==> src/rtl/flags_branch_unit.sv <==
// -----------------------------------------------------------------------------
// flags_branch_unit
//
// Consumer end of the ALU flag interface. Holds the architectural NZCV flags,
// loads them whenever EX retires a flag-setting operation, and resolves B.cond
// requests against them. Each decision (taken / not-taken plus the target) is
// registered and handed to the PC-select logic over a valid/ready handshake.
//
// Build option:
//   FLAGS_BYPASS_EN  defined   -> a branch offered in the same cycle as a flag
//                                 write is accepted and sees the incoming ALU
//                                 flags (forwarded).
//                    undefined -> such a branch is stalled one cycle and is
//                                 evaluated against the updated register.
//
// Ports:
//   clk, reset_n               clock (rising edge), async active-low reset
//   flags_valid, write_flags   flag load strobe (effective when both high)
//   zero_flag, negative,
//   carry, overflow            ALU flag outputs
//   br_valid, br_ready         branch request handshake
//   br_cond, br_target         ARM condition code and branch target
//   res_valid, res_ready       resolved-result handshake towards fetch
//   res_taken, res_target      resolved decision and copied target
//   flush                      drop held result and any request this cycle
//   nzcv                       current flag register {N,Z,C,V}
// -----------------------------------------------------------------------------
module flags_branch_unit #(
    parameter int N = 64
) (
    input  logic         clk,
    input  logic         reset_n,
    input  logic         flags_valid,
    input  logic         write_flags,
    input  logic         zero_flag,
    input  logic         negative,
    input  logic         carry,
    input  logic         overflow,
    input  logic         br_valid,
    input  logic [3:0]   br_cond,
    input  logic [N-1:0] br_target,
    output logic         br_ready,
    output logic         res_valid,
    output logic         res_taken,
    output logic [N-1:0] res_target,
    input  logic         res_ready,
    input  logic         flush,
    output logic [3:0]   nzcv
);

    // Condition evaluation on flags f = {N,Z,C,V}.
    function automatic logic cond_holds(input logic [3:0] cc, input logic [3:0] f);
        logic fn, fz, fc, fv;
        logic r;
        fn = f[3];
        fz = f[2];
        fc = f[1];
        fv = f[0];
        case (cc)
            4'd0:    r = fz;
            4'd1:    r = !fz;
            4'd2:    r = fc;
            4'd3:    r = !fc;
            4'd4:    r = fn;
            4'd5:    r = !fn;
            4'd6:    r = fv;
            4'd7:    r = !fv;
            4'd8:    r = fc & !fz;
            4'd9:    r = !fc | fz;
            4'd10:   r = (fn == fv);
            4'd11:   r = (fn != fv);
            4'd12:   r = !fz & (fn == fv);
            4'd13:   r = fz | (fn != fv);
            default: r = 1'b1;          // AL and NV both always execute
        endcase
        return r;
    endfunction

    logic         flag_we;
    logic [3:0]   alu_flags;
    logic [3:0]   eval_flags;
    logic         bypass_ok;
    logic         accept;
    logic [15:0]  cond_vec;

    logic [3:0]   nzcv_reg,       nzcv_next;
    logic         res_valid_reg,  res_valid_next;
    logic         res_taken_reg,  res_taken_next;
    logic [N-1:0] res_target_reg, res_target_next;

    assign flag_we   = flags_valid & write_flags;
    assign alu_flags = {negative, zero_flag, carry, overflow};

`ifdef FLAGS_BYPASS_EN
    // Forward the flags being written this cycle so a dependent branch does
    // not have to wait for them to land in the register.
    assign eval_flags = flag_we ? alu_flags : nzcv_reg;
    assign bypass_ok  = 1'b1;
`else
    // No forwarding path: hold the branch off until the write has landed.
    assign eval_flags = nzcv_reg;
    assign bypass_ok  = !flag_we;
`endif

    // Every condition is evaluated in parallel; br_cond just selects one.
    for (genvar gi = 0; gi < 16; gi++) begin : g_cond
        assign cond_vec[gi] = cond_holds(4'(gi), eval_flags);
    end

    // The single output register can take a new result when it is empty or
    // is being drained in this same cycle.
    assign br_ready = !flush & (!res_valid_reg | res_ready) & bypass_ok;
    assign accept   = br_valid & br_ready;

    always_comb begin
        nzcv_next       = nzcv_reg;
        res_valid_next  = res_valid_reg;
        res_taken_next  = res_taken_reg;
        res_target_next = res_target_reg;

        if (flag_we) begin
            nzcv_next = alu_flags;
        end

        if (flush) begin
            // accept is already blocked by br_ready; contents are left as-is.
            res_valid_next = 1'b0;
        end else if (accept) begin
            res_valid_next  = 1'b1;
            res_taken_next  = cond_vec[br_cond];
            res_target_next = br_target;
        end else if (res_ready) begin
            res_valid_next = 1'b0;
        end
    end

    always_ff @(posedge clk or negedge reset_n) begin
        if (!reset_n) begin
            nzcv_reg       <= 4'b0000;
            res_valid_reg  <= 1'b0;
            res_taken_reg  <= 1'b0;
            res_target_reg <= '0;
        end else begin
            nzcv_reg       <= nzcv_next;
            res_valid_reg  <= res_valid_next;
            res_taken_reg  <= res_taken_next;
            res_target_reg <= res_target_next;
        end
    end

    assign nzcv       = nzcv_reg;
    assign res_valid  = res_valid_reg;
    assign res_taken  = res_taken_reg;
    assign res_target = res_target_reg;

endmodule

==> config.mk <==
export PLATFORM = sky130hd
export DESIGN_NAME = flags_branch_unit
export DESIGN_NICKNAME = d
export VERILOG_FILES = /design/src/rtl/flags_branch_unit.sv
export SDC_FILE = /design/constraint.sdc
export NUM_CORES = 1
export LEC_CHECK = 0
export ABC_AREA = 0
export CAP_MARGIN = 20
export CELL_PAD_IN_SITES_DETAIL_PLACEMENT = 0
export CELL_PAD_IN_SITES_GLOBAL_PLACEMENT = 1
export CORE_UTILIZATION = 32
export CTS_CLUSTER_DIAMETER = 200
export DETAILED_ROUTE_END_ITERATION = 10
export GPL_TIMING_DRIVEN = 1
export PLACE_DENSITY_LB_ADDON = 0.05
export SLEW_MARGIN = 10
export SYNTH_ARGS = -nofsm -noshare
export SYNTH_HDL_FRONTEND = slang
export SYNTH_SLANG_ARGS = --single-unit
==> constraint.sdc <==
create_clock -name clk -period 3.3 [get_ports clk]
set_input_delay 0.495 -clock clk [delete_from_list [all_inputs] [get_ports clk]]
set_output_delay 0.495 -clock clk [all_outputs]
set_load 0.005 [all_outputs]
==> results of run 1 <==
## cell families (layout without fill, tap and decap cells)
family / after synthesis / after routing / synth area share
XOR/XNOR: 3 / 3 / 0.009652
multiplexers: 70 / 70 / 0.2932
buffers and inverters: 7 / 168 / 0.01470
flip-flops: 70 / 70 / 0.6434
AND/OR/NAND/NOR: 12 / 12 / 0.02666
AO/OA/AOI/OAI: 4 / 4 / 0.01241
## layout make-up
cell class	instances	area (µm²)
sequential	70	1752
fill	719	3706
timing repair buffer	152	1509
tap	105	131.4
multi-input combinational	89	930.9
clock buffer	14	172.7
clock inverter	2	15.01
## cells in the final DEF, fill, tap and decap left out, types with 2 or more instances in the layout
| cell | count |
|---|---|
| sky130_fd_sc_hd__clkbuf_8 | 12 |
| sky130_fd_sc_hd__xnor2_1 | 3 |
| sky130_fd_sc_hd__dfrtp_1 | 70 |
| sky130_fd_sc_hd__clkbuf_1 | 2 |
| sky130_fd_sc_hd__or3_1 | 2 |
| sky130_fd_sc_hd__nand4b_1 | 2 |
| sky130_fd_sc_hd__nor2_1 | 2 |
| sky130_fd_sc_hd__mux2_1 | 17 |
| sky130_fd_sc_hd__buf_4 | 3 |
| sky130_fd_sc_hd__clkdlybuf4s50_1 | 148 |
| sky130_fd_sc_hd__mux2_2 | 51 |
| sky130_fd_sc_hd__nand2_1 | 2 |
| sky130_fd_sc_hd__clkinvlp_4 | 2 |
## critical path: cells and delay by family
kind	cells	cell delay, ps
buffers and inverters	2	950
AND/OR/NAND/NOR	3	280
## per-layer routing
metal | up-vias | share of wire
met5 | - | 0
met4 | 0 | 0.015
met3 | 8 | 0.11
met2 | 87 | 0.47
met1 | 950 | 0.41
li1 | 902 | -
## through the flow
step	area (µm²)	utilization	total power, mW
2_1_floorplan	2723	-	1.329
3_5_place_dp	4323	0.5261	1.829
4_1_cts	4511	0.5490	2.488
3_3_place_gp	4323	0.5261	1.817
6_report	4511	0.5490	2.441
5_1_grt	4511	0.5490	2.586
## final timing paths
check,slack (ps),start,cells past startpoint,end
setup / recovery,1080,res_ready,5,br_ready
hold / removal,370,reset_n,2,res_target[38]$_DFFE_PN0P_
setup reg to reg,1720,res_valid$_DFFE_PN0P_,4,res_target[53]$_DFFE_PN0P_
hold reg to reg,490,res_target[32]$_DFFE_PN0P_,1,res_target[32]$_DFFE_PN0P_
max in group asynchronous,2360,reset_n,2,res_target[53]$_DFFE_PN0P_
min in group clk,490,res_target[32]$_DFFE_PN0P_,1,res_target[32]$_DFFE_PN0P_
## power by group
| part | internal (mW) | leakage, nW | switching, mW | total, mW |
|---|---|---|---|---|
| clock network | 0.336 | 0.0889 | 0.307 | 0.643 |
| registers | 1.03 | 0.827 | 0.0862 | 1.11 |
| logic | 0.497 | 0.937 | 0.189 | 0.686 |
| total | 1.86 | 1.85 | 0.582 | 2.44 |
==> summary.md, run 1 <==
| Metric | Value |
|---|---|
| Worst path slowest cell | `sky130_fd_sc_hd__clkdlybuf4s50_1` |
| Post-layout net count | `401` |
| DRC violation total after the first TritonRoute iteration | `30` |
| Peak supply drop | `0.2662 mV` |
| Total number of vias | `1947` |
| Status | `completed` |
| Number of buffers inserted during clock tree synthesis | `9` |
| Number of warnings issued by yosys | `0` |
| Fraction of the cycle the final worst path needs | `0.6716` |
| Total routing resource utilization after global routing | `0.1470` |
| Start-to-end type of the worst setup path | `in2out` |
| Top flip-flop cell by instance count after synthesis | `sky130_fd_sc_hd__dfrtp_1` |
| Startpoint Class | `primary input` |
| Share of post-route cells with drive strength above 1 | `0.2202` |
| Worst-Skew Late Latency | `330 ps` |
| Number of failing hold endpoints at the final stage | `0` |
| Final non-filler cell total | `roughly 430` |
| Synthesis-to-layout area growth | `65.67%` |
| Leftover overflow at the end of global routing | `0` |
| Synth top cells by count | `sky130_fd_sc_hd__dfrtp_1 (70), sky130_fd_sc_hd__mux2_2 (51), sky130_fd_sc_hd__mux2_1 (17)` |
| Minimum clock period | `~2200 ps` |
| Die Wd | `94.24 µm` |
| Dpl ws | `1041 ps` |
| Diode count | `0` |
| Initial core utilization | `0.3314` |
| Wire length of the first global-routing pass | `9694 µm` |
| Average footprint of a synthesized cell | `approximately 16 µm²` |
| Arrival time at the worst endpoint | `~1700 ps` |
| Grt met2 use | `0.2198` |
| Net count after synthesis | `roughly 250` |
| Setup Total Neg Slack | `0 ps` |
| Post-CTS setup buffer count | `0` |
| Most repeated library cell on the critical path | `sky130_fd_sc_hd__clkdlybuf4s50_1` |
| Clock Path Buffers | `2` |
| Mean routed wirelength per cell | `roughly 15 µm` |
| Required time at the endpoint of the critical path | `2800 ps` |
| Kind of end point of the critical path | `primary output` |
| Final setup skew | `5.528 ps` |
| Most frequent cell after synthesis | `sky130_fd_sc_hd__dfrtp_1` |
| Most heavily used metal layer in global routing | `met2` |
| Distinct cells, synth | `20` |
| Number of cells produced by synthesis | `166` |
| Total power density per cell area | `around 540 nW/µm²` |
| Maximum cell stage delay along the critical path | `500 ps` |
| Initial antenna violation count | `0` |
| Achievable frequency | `0.4512 GHz` |
| Fin worst setup slack | `1084 ps` |
| Height of the die | `94.24 µm` |
| Post-detailed-routing wire length | `around 6300 µm` |
| Core area | `8217 µm²` |
| Avg Vias per Cell | `4.507` |
| Part of the Yosys area used for sequential elements | `0.6434` |
| Final setup violation count | `0` |
| Area fraction of the dominant cell type after synthesis | `0.6434` |
| Cells along the critical path | `clkdlybuf4s50_1 > nand2b_1 > nand2_1 > nor2_1 > clkdlybuf4s50_1` |
| RD Place Congestion | `0.7474` |
| Biggest fanout along the worst timing path | `3` |
| Number of enable flip-flop cells after synthesis | `0` |
| Post-synth top area cell | `sky130_fd_sc_hd__dfrtp_1` |
| Cts hold-fix bufs | `0` |
| GR Util met3 | `0.07039` |
| Vias in the first global route | `1916` |
| Max FFs per register | `64` |
| Count of pins on the block boundary | `150` |
| Detailed Routing Iterations Pass 1 | `2` |
| Number of DRC violations after detailed routing | `0` |
| Max-slew violation count | `0` |
| Slew HR | `0.4094` |
| Clock tree from TritonCTS | `built` |
| Quantity of gates resized following cts | `0` |
| Total Die Area | `8881 µm²` |
| Clock transition at the registers of the reported paths | `70 ps` |
| Cell row count | `33` |
| CTS Sinks | `70` |
| Share of flip-flops with an asynchronous set or reset | `1.000` |
| Number of maximum-capacitance violations | `0` |
| Deepest level of the CTS H-tree | `3` |
| Summed instance area of the synthesized netlist | `2723 µm²` |
| Number of nets with antenna violations after detailed routing | `0` |
| Pleak | `~1.9 nW` |
| Yosys reg bits | `70` |
| Transition at the pin with the smallest max-transition slack | `a little under 900 ps` |
| Maximum number of pins on one net before global-route repair | `71` |
| Class of the worst hold path | `in2async` |
| Synth area leaders | `sky130_fd_sc_hd__dfrtp_1 (64%), sky130_fd_sc_hd__mux2_2 (21%), sky130_fd_sc_hd__mux2_1 (7.0%)` |
| Detailed placement HPWL | `4465 µm` |
| Quantity of I/O buffers inserted on ports | `about 150` |
| Unrepaired setup endpoints after global routing | `no` |
| Cell total after placement | `416` |
| Clk Tree Root Cell | `sky130_fd_sc_hd__clkbuf_8` |
| Worst-case hold slack | `371.9 ps` |
| Grt met1 use | `0.1801` |
Power figures use the tool's default switching activity.
==> inputs of run 2 (changes only) <==
--- a/config.mk
+++ b/config.mk
@@ -9,7 +9,7 @@
 export CAP_MARGIN = 20
 export CELL_PAD_IN_SITES_DETAIL_PLACEMENT = 0
 export CELL_PAD_IN_SITES_GLOBAL_PLACEMENT = 1
-export CORE_UTILIZATION = 32
+export CORE_UTILIZATION = 30
 export CTS_CLUSTER_DIAMETER = 200
 export DETAILED_ROUTE_END_ITERATION = 10
 export GPL_TIMING_DRIVEN = 1
==> constraint.sdc (replaced) <==
create_clock -name clk -period 2.05 [get_ports clk]
set_input_delay 0.3075 -clock clk [delete_from_list [all_inputs] [get_ports clk]]
set_output_delay 0.3075 -clock clk [all_outputs]
set_load 0.005 [all_outputs]
==> summary.md, run 2 (synthesis results as in run 1) <==
| Metric | Value |
|---|---|
| Height of the die | `97.27 µm (+3.2%)` |
| Start-to-end type of the worst setup path | `in2out` |
| Max FFs per register | `64 (unchanged)` |
| Fraction of the cycle the final worst path needs | `0.9116` |
| Leftover overflow at the end of global routing | `0 (unchanged)` |
| Post-CTS setup buffer count | `0 (unchanged)` |
| Total cell area at the placement stage | `4389 µm² (+1.5%)` |
| Number of buffers inserted during clock tree synthesis | `9 (unchanged)` |
| Kind of end point of the critical path | `primary output` |
| Clock Path Buffers | `2 (unchanged)` |
| Biggest fanout along the worst timing path | `3 (unchanged)` |
| Clock transition at the registers of the reported paths | `80 ps (about the same)` |
| Arrival time at the worst endpoint | `1560 ps (-160 ps)` |
| Avg Vias per Cell | `4.442 (-1.4%)` |
| Vias in the first global route | `2135 (+11%)` |
| DRC violation total after the first TritonRoute iteration | `20 (-33%)` |
| Core area | `8763 µm² (+6.7%)` |
| Count of pins on the block boundary | `150 (unchanged)` |
| Wire length of the first global-routing pass | `10760 µm (+11%)` |
| Detailed placement HPWL | `4729 µm (+5.9%)` |
| Achievable frequency | `0.5351 GHz` |
| Total power density per cell area | `907.1 nW/µm² (+68%)` |
| Post-layout net count | `407 (+1.5%)` |
| Number of maximum-capacitance violations | `0 (unchanged)` |
| Class of the worst hold path | `in2async` |
| Sum of internal, switching and leakage power | `4.202 mW (+72%)` |
| Detailed Routing Iterations Pass 1 | `2 (unchanged)` |
| Leading cell types in the layout, fill and taps excluded | `sky130_fd_sc_hd__clkdlybuf4s50_1 (148), sky130_fd_sc_hd__dfrtp_1 (70), sky130_fd_sc_hd__mux2_2 (51)` |
| Deepest level of the CTS H-tree | `3 (unchanged)` |
| Diode count | `0 (unchanged)` |
| Slew HR | `0.7184 (+0.3090)` |
| Worst-case hold slack | `441.2 ps (+69.27 ps)` |
| Unrepaired setup endpoints after global routing | `no` |
| CTS Sinks | `70 (unchanged)` |
| Total routing resource utilization after global routing | `0.1452 (-0.001842)` |
| Max-slew violation count | `0 (unchanged)` |
| Peak supply drop | `0.3621 mV (+36%)` |
| Number of DRC violations after detailed routing | `0 (unchanged)` |
| Number of nets with antenna violations after detailed routing | `0 (unchanged)` |
| Clock tree from TritonCTS | `built` |
| Transition at the pin with the smallest max-transition slack | `416.6 ps (-469.4 ps)` |
| Post-detailed-routing wire length | `6536 µm (+3.7%)` |
| Minimum clock period | `1869 ps` |
| Most common cell after layout, fill and taps aside | `sky130_fd_sc_hd__clkdlybuf4s50_1` |
| Clk Tree Root Cell | `sky130_fd_sc_hd__clkbuf_8` |
| Setup Total Neg Slack | `0 ps (unchanged)` |
| RD Place Congestion | `0.7542 (+0.91%)` |
| Cell area after layout | `4632 µm² (+2.7%)` |
| Total Die Area | `9460 µm² (+6.5%)` |
| Mean routed wirelength per cell | `14.82 µm (+1.6%)` |
| Final setup skew | `7.691 ps (+2.162 ps)` |
| Initial antenna violation count | `0 (unchanged)` |
| Total number of vias | `1959 (+0.62%)` |
| Cell row count | `34 (+3.0%)` |
| Number of failing hold endpoints at the final stage | `0 (unchanged)` |
| Quantity of I/O buffers inserted on ports | `149 (unchanged)` |
| Worst-Skew Late Latency | `330 ps (about the same)` |
| Share of post-route cells with drive strength above 1 | `0.2342 (+0.01405)` |
| Pleak | `1.919 nW (+3.6%)` |
| Maximum number of pins on one net before global-route repair | `59 (-17%)` |
| Required time at the endpoint of the critical path | `1740 ps (-1060 ps)` |
| Final setup violation count | `0 (unchanged)` |
| Status | `completed` |
| Synthesis-to-layout area growth | `70.13%` |
| Startpoint Class | `primary input` |
| Initial core utilization | `0.3107 (-0.02067)` |
| Die Wd | `97.27 µm (+3.2%)` |
==> run 2: changes by cell type in the layout (fill, tap and decap cells not counted), sizes merged <==
cell / previous run / this run
clkinvlp: 2 / 0
clkinv: 0 / 1
buf: 4 / 9
inv: 0 / 1
bufinv: 0 / 2
dlygate4sd3: 0 / 1
clkbuf: 14 / 12
==> run 2: area by class of cell <==
cell class              instances  area [µm²]
flip-flops and latches         70        1752
clock inverters                 4       77.57
fillers                       785        4131
repair buffers                158        1582
multi-input cells              89       930.9
clock buffers                  12       155.1
well taps                     108       135.1
==> run 2: repair_timing <==
action	in CTS	in global routing
resized for setup	0	0
hold buffers	1	0
endpoints found under the hold margin	14	0
==> run 2: final timing paths <==
path / startpoint / endpoint / slack (ps) / cells past startpoint
min reg2reg: res_target[32]$_DFFE_PN0P_ / res_target[32]$_DFFE_PN0P_ / 490 / 1
max in group asynchronous: reset_n / res_target[23]$_DFFE_PN0P_ / 910 / 3
min in group clk: res_target[32]$_DFFE_PN0P_ / res_target[32]$_DFFE_PN0P_ / 490 / 1
min: reset_n / res_target[36]$_DFFE_PN0P_ / 440 / 2
max reg2reg: nzcv[0]$_DFFE_PN0P_ / res_taken$_DFFE_PN0P_ / 550 / 4
max: res_ready / br_ready / 180 / 5
==> run 2: through the flow <==
step                      utilization  std cells  worst slack, ps
after floorplan                     -        166            600.2
after global placement         0.5009        424            123.3
after detailed placement       0.5009        424            119.0
after CTS                      0.5286        441            178.1
after global routing           0.5286        441            130.3
final                          0.5286        441            181.1
==> run 2: per-layer routing <==
metal	vias to the layer above	track usage	routed length, µm
li1	914	-	-
met1	966	0.1805	2853
met2	73	0.2351	3153
met3	6	0.04388	469
met4	0	0.06109	59
met5	-	0	0
==> run 2: power breakdown <==
group          internal, mW  switching (mW)  total [mW]
sequential             1.65           0.134        1.78
clock                 0.760           0.534        1.29
combinational         0.814           0.309        1.12
total                  3.22           0.977        4.20
==> run 2: critical path: stages <==
cell                              delay, ps
sky130_fd_sc_hd__clkdlybuf4s50_1        460
sky130_fd_sc_hd__nand2b_1               130
sky130_fd_sc_hd__nand2_1                 60
sky130_fd_sc_hd__nor2_1                  90
sky130_fd_sc_hd__clkdlybuf4s50_1        510
==> inputs of run 3 (changes only) <==
--- a/config.mk
+++ b/config.mk
@@ -5,7 +5,7 @@
 export SDC_FILE = /design/constraint.sdc
 export NUM_CORES = 1
 export LEC_CHECK = 0
-export ABC_AREA = 0
+export ABC_AREA = 1
 export CAP_MARGIN = 20
 export CELL_PAD_IN_SITES_DETAIL_PLACEMENT = 0
 export CELL_PAD_IN_SITES_GLOBAL_PLACEMENT = 1
==> constraint.sdc (replaced) <==
create_clock -name clk -period 2.39 [get_ports clk]
set_input_delay 0.3585 -clock clk [delete_from_list [all_inputs] [get_ports clk]]
set_output_delay 0.3585 -clock clk [all_outputs]
set_load 0.005 [all_outputs]
==> summary.md, run 3 <==
| Metric | Value |
|---|---|
| Origin of the critical flop-to-flop path | `res_valid$_DFFE_PN0P_` |
| Share of post-route cells with drive strength above 1 | `0.04948 (-0.1847)` |
| Final setup skew | `9.858 ps (+2.167 ps)` |
| Dpl ws | `360.2 ps (+241.2 ps)` |
| Deepest level of the CTS H-tree | `3 (unchanged)` |
| Summed instance area of the synthesized netlist | `2841 µm² (+4.4%)` |
| Post-detailed-routing wire length | `7437 µm (+14%)` |
| Class of the worst hold path | `in2async` |
| Biggest fanout along the worst timing path | `8 (+5)` |
| Total Die Area | `9864 µm² (+4.3%)` |
| Clock tree from TritonCTS | `built` |
| Initial core utilization | `0.3090 (-0.001700)` |
| Peak supply drop | `0.2988 mV (-17%)` |
| Mean routed wirelength per cell | `12.48 µm (-16%)` |
| Number of cells produced by synthesis | `330 (+99%)` |
| Synth top cells by count | `sky130_fd_sc_hd__nand2_1 (213), sky130_fd_sc_hd__dfrtp_1 (70), sky130_fd_sc_hd__inv_1 (9), sky130_fd_sc_hd__nand3_1 (9), sky130_fd_sc_hd__buf_2 (7)` |
| Setup slack of the worst register-to-register path | `870 ps (+320 ps)` |
| Top flip-flop cell by instance count after synthesis | `sky130_fd_sc_hd__dfrtp_1` |
| Worst reg-to-reg path cell count | `8 (+4)` |
| Wire length of the first global-routing pass | `11830 µm (+9.9%)` |
| Achievable frequency | `0.4934 GHz` |
| Area fraction of the dominant cell type after synthesis | `0.6165 (-0.02691)` |
| Die Wd | `99.32 µm (+2.1%)` |
| Initial antenna violation count | `0 (unchanged)` |
| Worst-Skew Late Latency | `340 ps (about the same)` |
| Minimum clock period | `approximately 2000 ps` |
| Kind of end point of the critical path | `primary output` |
| Pleak | `2.270 nW (+18%)` |
| Height of the die | `99.32 µm (+2.1%)` |
| Count of pins on the block boundary | `150 (unchanged)` |
| Number of failing hold endpoints at the final stage | `0 (unchanged)` |
| Part of the Yosys area used for sequential elements | `0.6165 (-0.02691)` |
| Worst-case hold slack | `137.1 ps (-304.2 ps)` |
| RD Place Congestion | `0.7412 (-1.7%)` |
| Diode count | `0 (unchanged)` |
| Clk Tree Root Cell | `sky130_fd_sc_hd__clkbuf_8` |
| Clock transition at the registers of the reported paths | `80 ps (about the same)` |
| Status | `completed` |
| Number of nets with antenna violations after detailed routing | `0 (unchanged)` |
| Detailed placement HPWL | `5086 µm (+7.6%)` |
| Cell row count | `35 (+2.9%)` |
| Fin worst setup slack | `363.4 ps (+182.3 ps)` |
| Total routing resource utilization after global routing | `0.1552 (+0.009982)` |
| Unrepaired setup endpoints after global routing | `no` |
| Post-synth top area cell | `sky130_fd_sc_hd__dfrtp_1` |
| Max FFs per register | `64 (unchanged)` |
| Most frequent cell after synthesis | `sky130_fd_sc_hd__nand2_1` |
| Post-CTS setup buffer count | `0 (unchanged)` |
| Leading cell types in the layout, fill and taps excluded | `sky130_fd_sc_hd__nand2_1 (212), sky130_fd_sc_hd__clkdlybuf4s50_1 (148), sky130_fd_sc_hd__dfrtp_1 (70)` |
| Avg Vias per Cell | `4.253 (-4.3%)` |
| Post-layout net count | `559 (+37%)` |
| Setup Total Neg Slack | `0 ps (unchanged)` |
| Number of maximum-capacitance violations | `0 (unchanged)` |
| Max-slew violation count | `0 (unchanged)` |
| Required time at the endpoint of the critical path | `2030 ps (+290 ps)` |
| Slew HR | `0.3987 (-0.3197)` |
| Startpoint Class | `primary input` |
| Quantity of gates resized following cts | `0 (unchanged)` |
| Total power density per cell area | `713.5 nW/µm² (-21%)` |
| Quantity of I/O buffers inserted on ports | `149 (unchanged)` |
| Final setup violation count | `0 (unchanged)` |
| Most common cell after layout, fill and taps aside | `sky130_fd_sc_hd__nand2_1` |
| Maximum number of pins on one net before global-route repair | `71 (+20%)` |
| Synthesis-to-layout area growth | `61.87%` |
| CTS Sinks | `70 (unchanged)` |
| Start-to-end type of the worst setup path | `in2out` |
| Net count after synthesis | `409 (+67%)` |
| Detailed Routing Iterations Pass 1 | `4 (+2)` |
| Cts hold-fix bufs | `0 (-1)` |
| Reg-to-Reg End | `res_target[46]$_DFFE_PN0P_` |
| Share of flip-flops with an asynchronous set or reset | `1.000 (unchanged)` |
| Synth area leaders | `sky130_fd_sc_hd__dfrtp_1 (62%), sky130_fd_sc_hd__nand2_1 (28%), sky130_fd_sc_hd__buf_6 (2.4%)` |
| Distinct cells, synth | `16 (-20%)` |
| Arrival time at the worst endpoint | `1670 ps (+110 ps)` |
| Leftover overflow at the end of global routing | `0 (unchanged)` |
| Number of DRC violations after detailed routing | `0 (unchanged)` |
| DRC violation total after the first TritonRoute iteration | `68 (+240%)` |
| Number of buffers inserted during clock tree synthesis | `9 (unchanged)` |
| Clock Path Buffers | `2 (unchanged)` |
| Vias in the first global route | `2389 (+12%)` |
| Core area | `9196 µm² (+4.9%)` |
| Number of warnings issued by yosys | `0 (unchanged)` |
| Average footprint of a synthesized cell | `8.611 µm² (-48%)` |
| Fraction of the cycle the final worst path needs | `0.8480` |
| Number of enable flip-flop cells after synthesis | `0 (unchanged)` |
| Total number of vias | `2535 (+29%)` |
| Transition at the pin with the smallest max-transition slack | `901.9 ps (+485.4 ps)` |
| Yosys reg bits | `70 (unchanged)` |
==> run 3: cell count changes after synthesis, moves of 2 or more <==
cell | previous run | this run
sky130_fd_sc_hd__nand4b_1 | 2 | 0
sky130_fd_sc_hd__mux2_2 | 51 | 1
sky130_fd_sc_hd__nand3_1 | 0 | 9
sky130_fd_sc_hd__nor2_1 | 2 | 4
sky130_fd_sc_hd__mux2_1 | 17 | 0
sky130_fd_sc_hd__xnor2_1 | 3 | 0
sky130_fd_sc_hd__buf_2 | 5 | 7
sky130_fd_sc_hd__inv_1 | 0 | 9
sky130_fd_sc_hd__buf_6 | 0 | 6
sky130_fd_sc_hd__or3_1 | 2 | 0
sky130_fd_sc_hd__a21oi_1 | 0 | 4
sky130_fd_sc_hd__nand2_1 | 2 | 213
==> run 3: cell type report <==
cell class | count | area [µm²]
well taps | 111 | 138.9
inverters | 10 | 37.54
repair buffers | 153 | 1544
multi-input cells | 236 | 944.7
clock buffers | 12 | 135.1
fillers | 893 | 4597
flip-flops and latches | 70 | 1752
clock inverters | 4 | 47.55
==> run 3: worst max-delay path by stage <==
stage / startpoint / endpoint / slack, ps / cells past startpoint
after floorplan: res_valid$_DFFE_PN0P_ / res_target[0]$_DFFE_PN0P_ / 1070 / 8
after global placement: flags_valid / br_ready / 360 / 4
after detailed placement: flags_valid / br_ready / 360 / 4
after CTS: flags_valid / br_ready / 350 / 4
after global routing: flags_valid / br_ready / 290 / 4
final: flags_valid / br_ready / 360 / 4
==> run 3: through the flow <==
| step | util | instances | cell area [µm²] | power [mW] |
|---|---|---|---|---|
| 4_1_cts | 0.5001 | 596 | 4599 | 3.352 |
| 2_1_floorplan | - | 330 | 2841 | 1.783 |
| 5_1_grt | 0.5001 | 596 | 4599 | 3.509 |
| 3_5_place_dp | 0.4803 | 580 | 4417 | 2.414 |
| 3_3_place_gp | 0.4803 | 580 | 4417 | 2.406 |
| 6_report | 0.5001 | 596 | 4599 | 3.281 |
==> run 3: metal layers <==
metal / wire [µm] / GRT usage
met5: 0 / 0
met4: 71 / 0.05430
met3: 557 / 0.05411
met2: 3454 / 0.2425
met1: 3354 / 0.2002
==> run 3: cell families after synthesis <==
| kind of cell | count (synthesis) | synth area share |
|---|---|---|
| buffers and inverters | 24 | 0.05196 |
| multiplexers | 1 | 0.003963 |
| AO/OA/AOI/OAI | 5 | 0.009689 |
| flip-flops | 70 | 0.6165 |
| AND/OR/NAND/NOR | 230 | 0.3179 |
==> run 3: where the power goes <==
group	internal, mW	switching (mW)	total (mW)
Sequential	1.39	0.105	1.49
Combinational	0.563	0.322	0.885
Clock	0.480	0.424	0.905
==> run 3: critical path, cell delays in order <==
cell	delay (ps)
sky130_fd_sc_hd__clkdlybuf4s50_1	440
sky130_fd_sc_hd__nand2_4	120
sky130_fd_sc_hd__nor3b_4	210
sky130_fd_sc_hd__clkdlybuf4s50_1	530
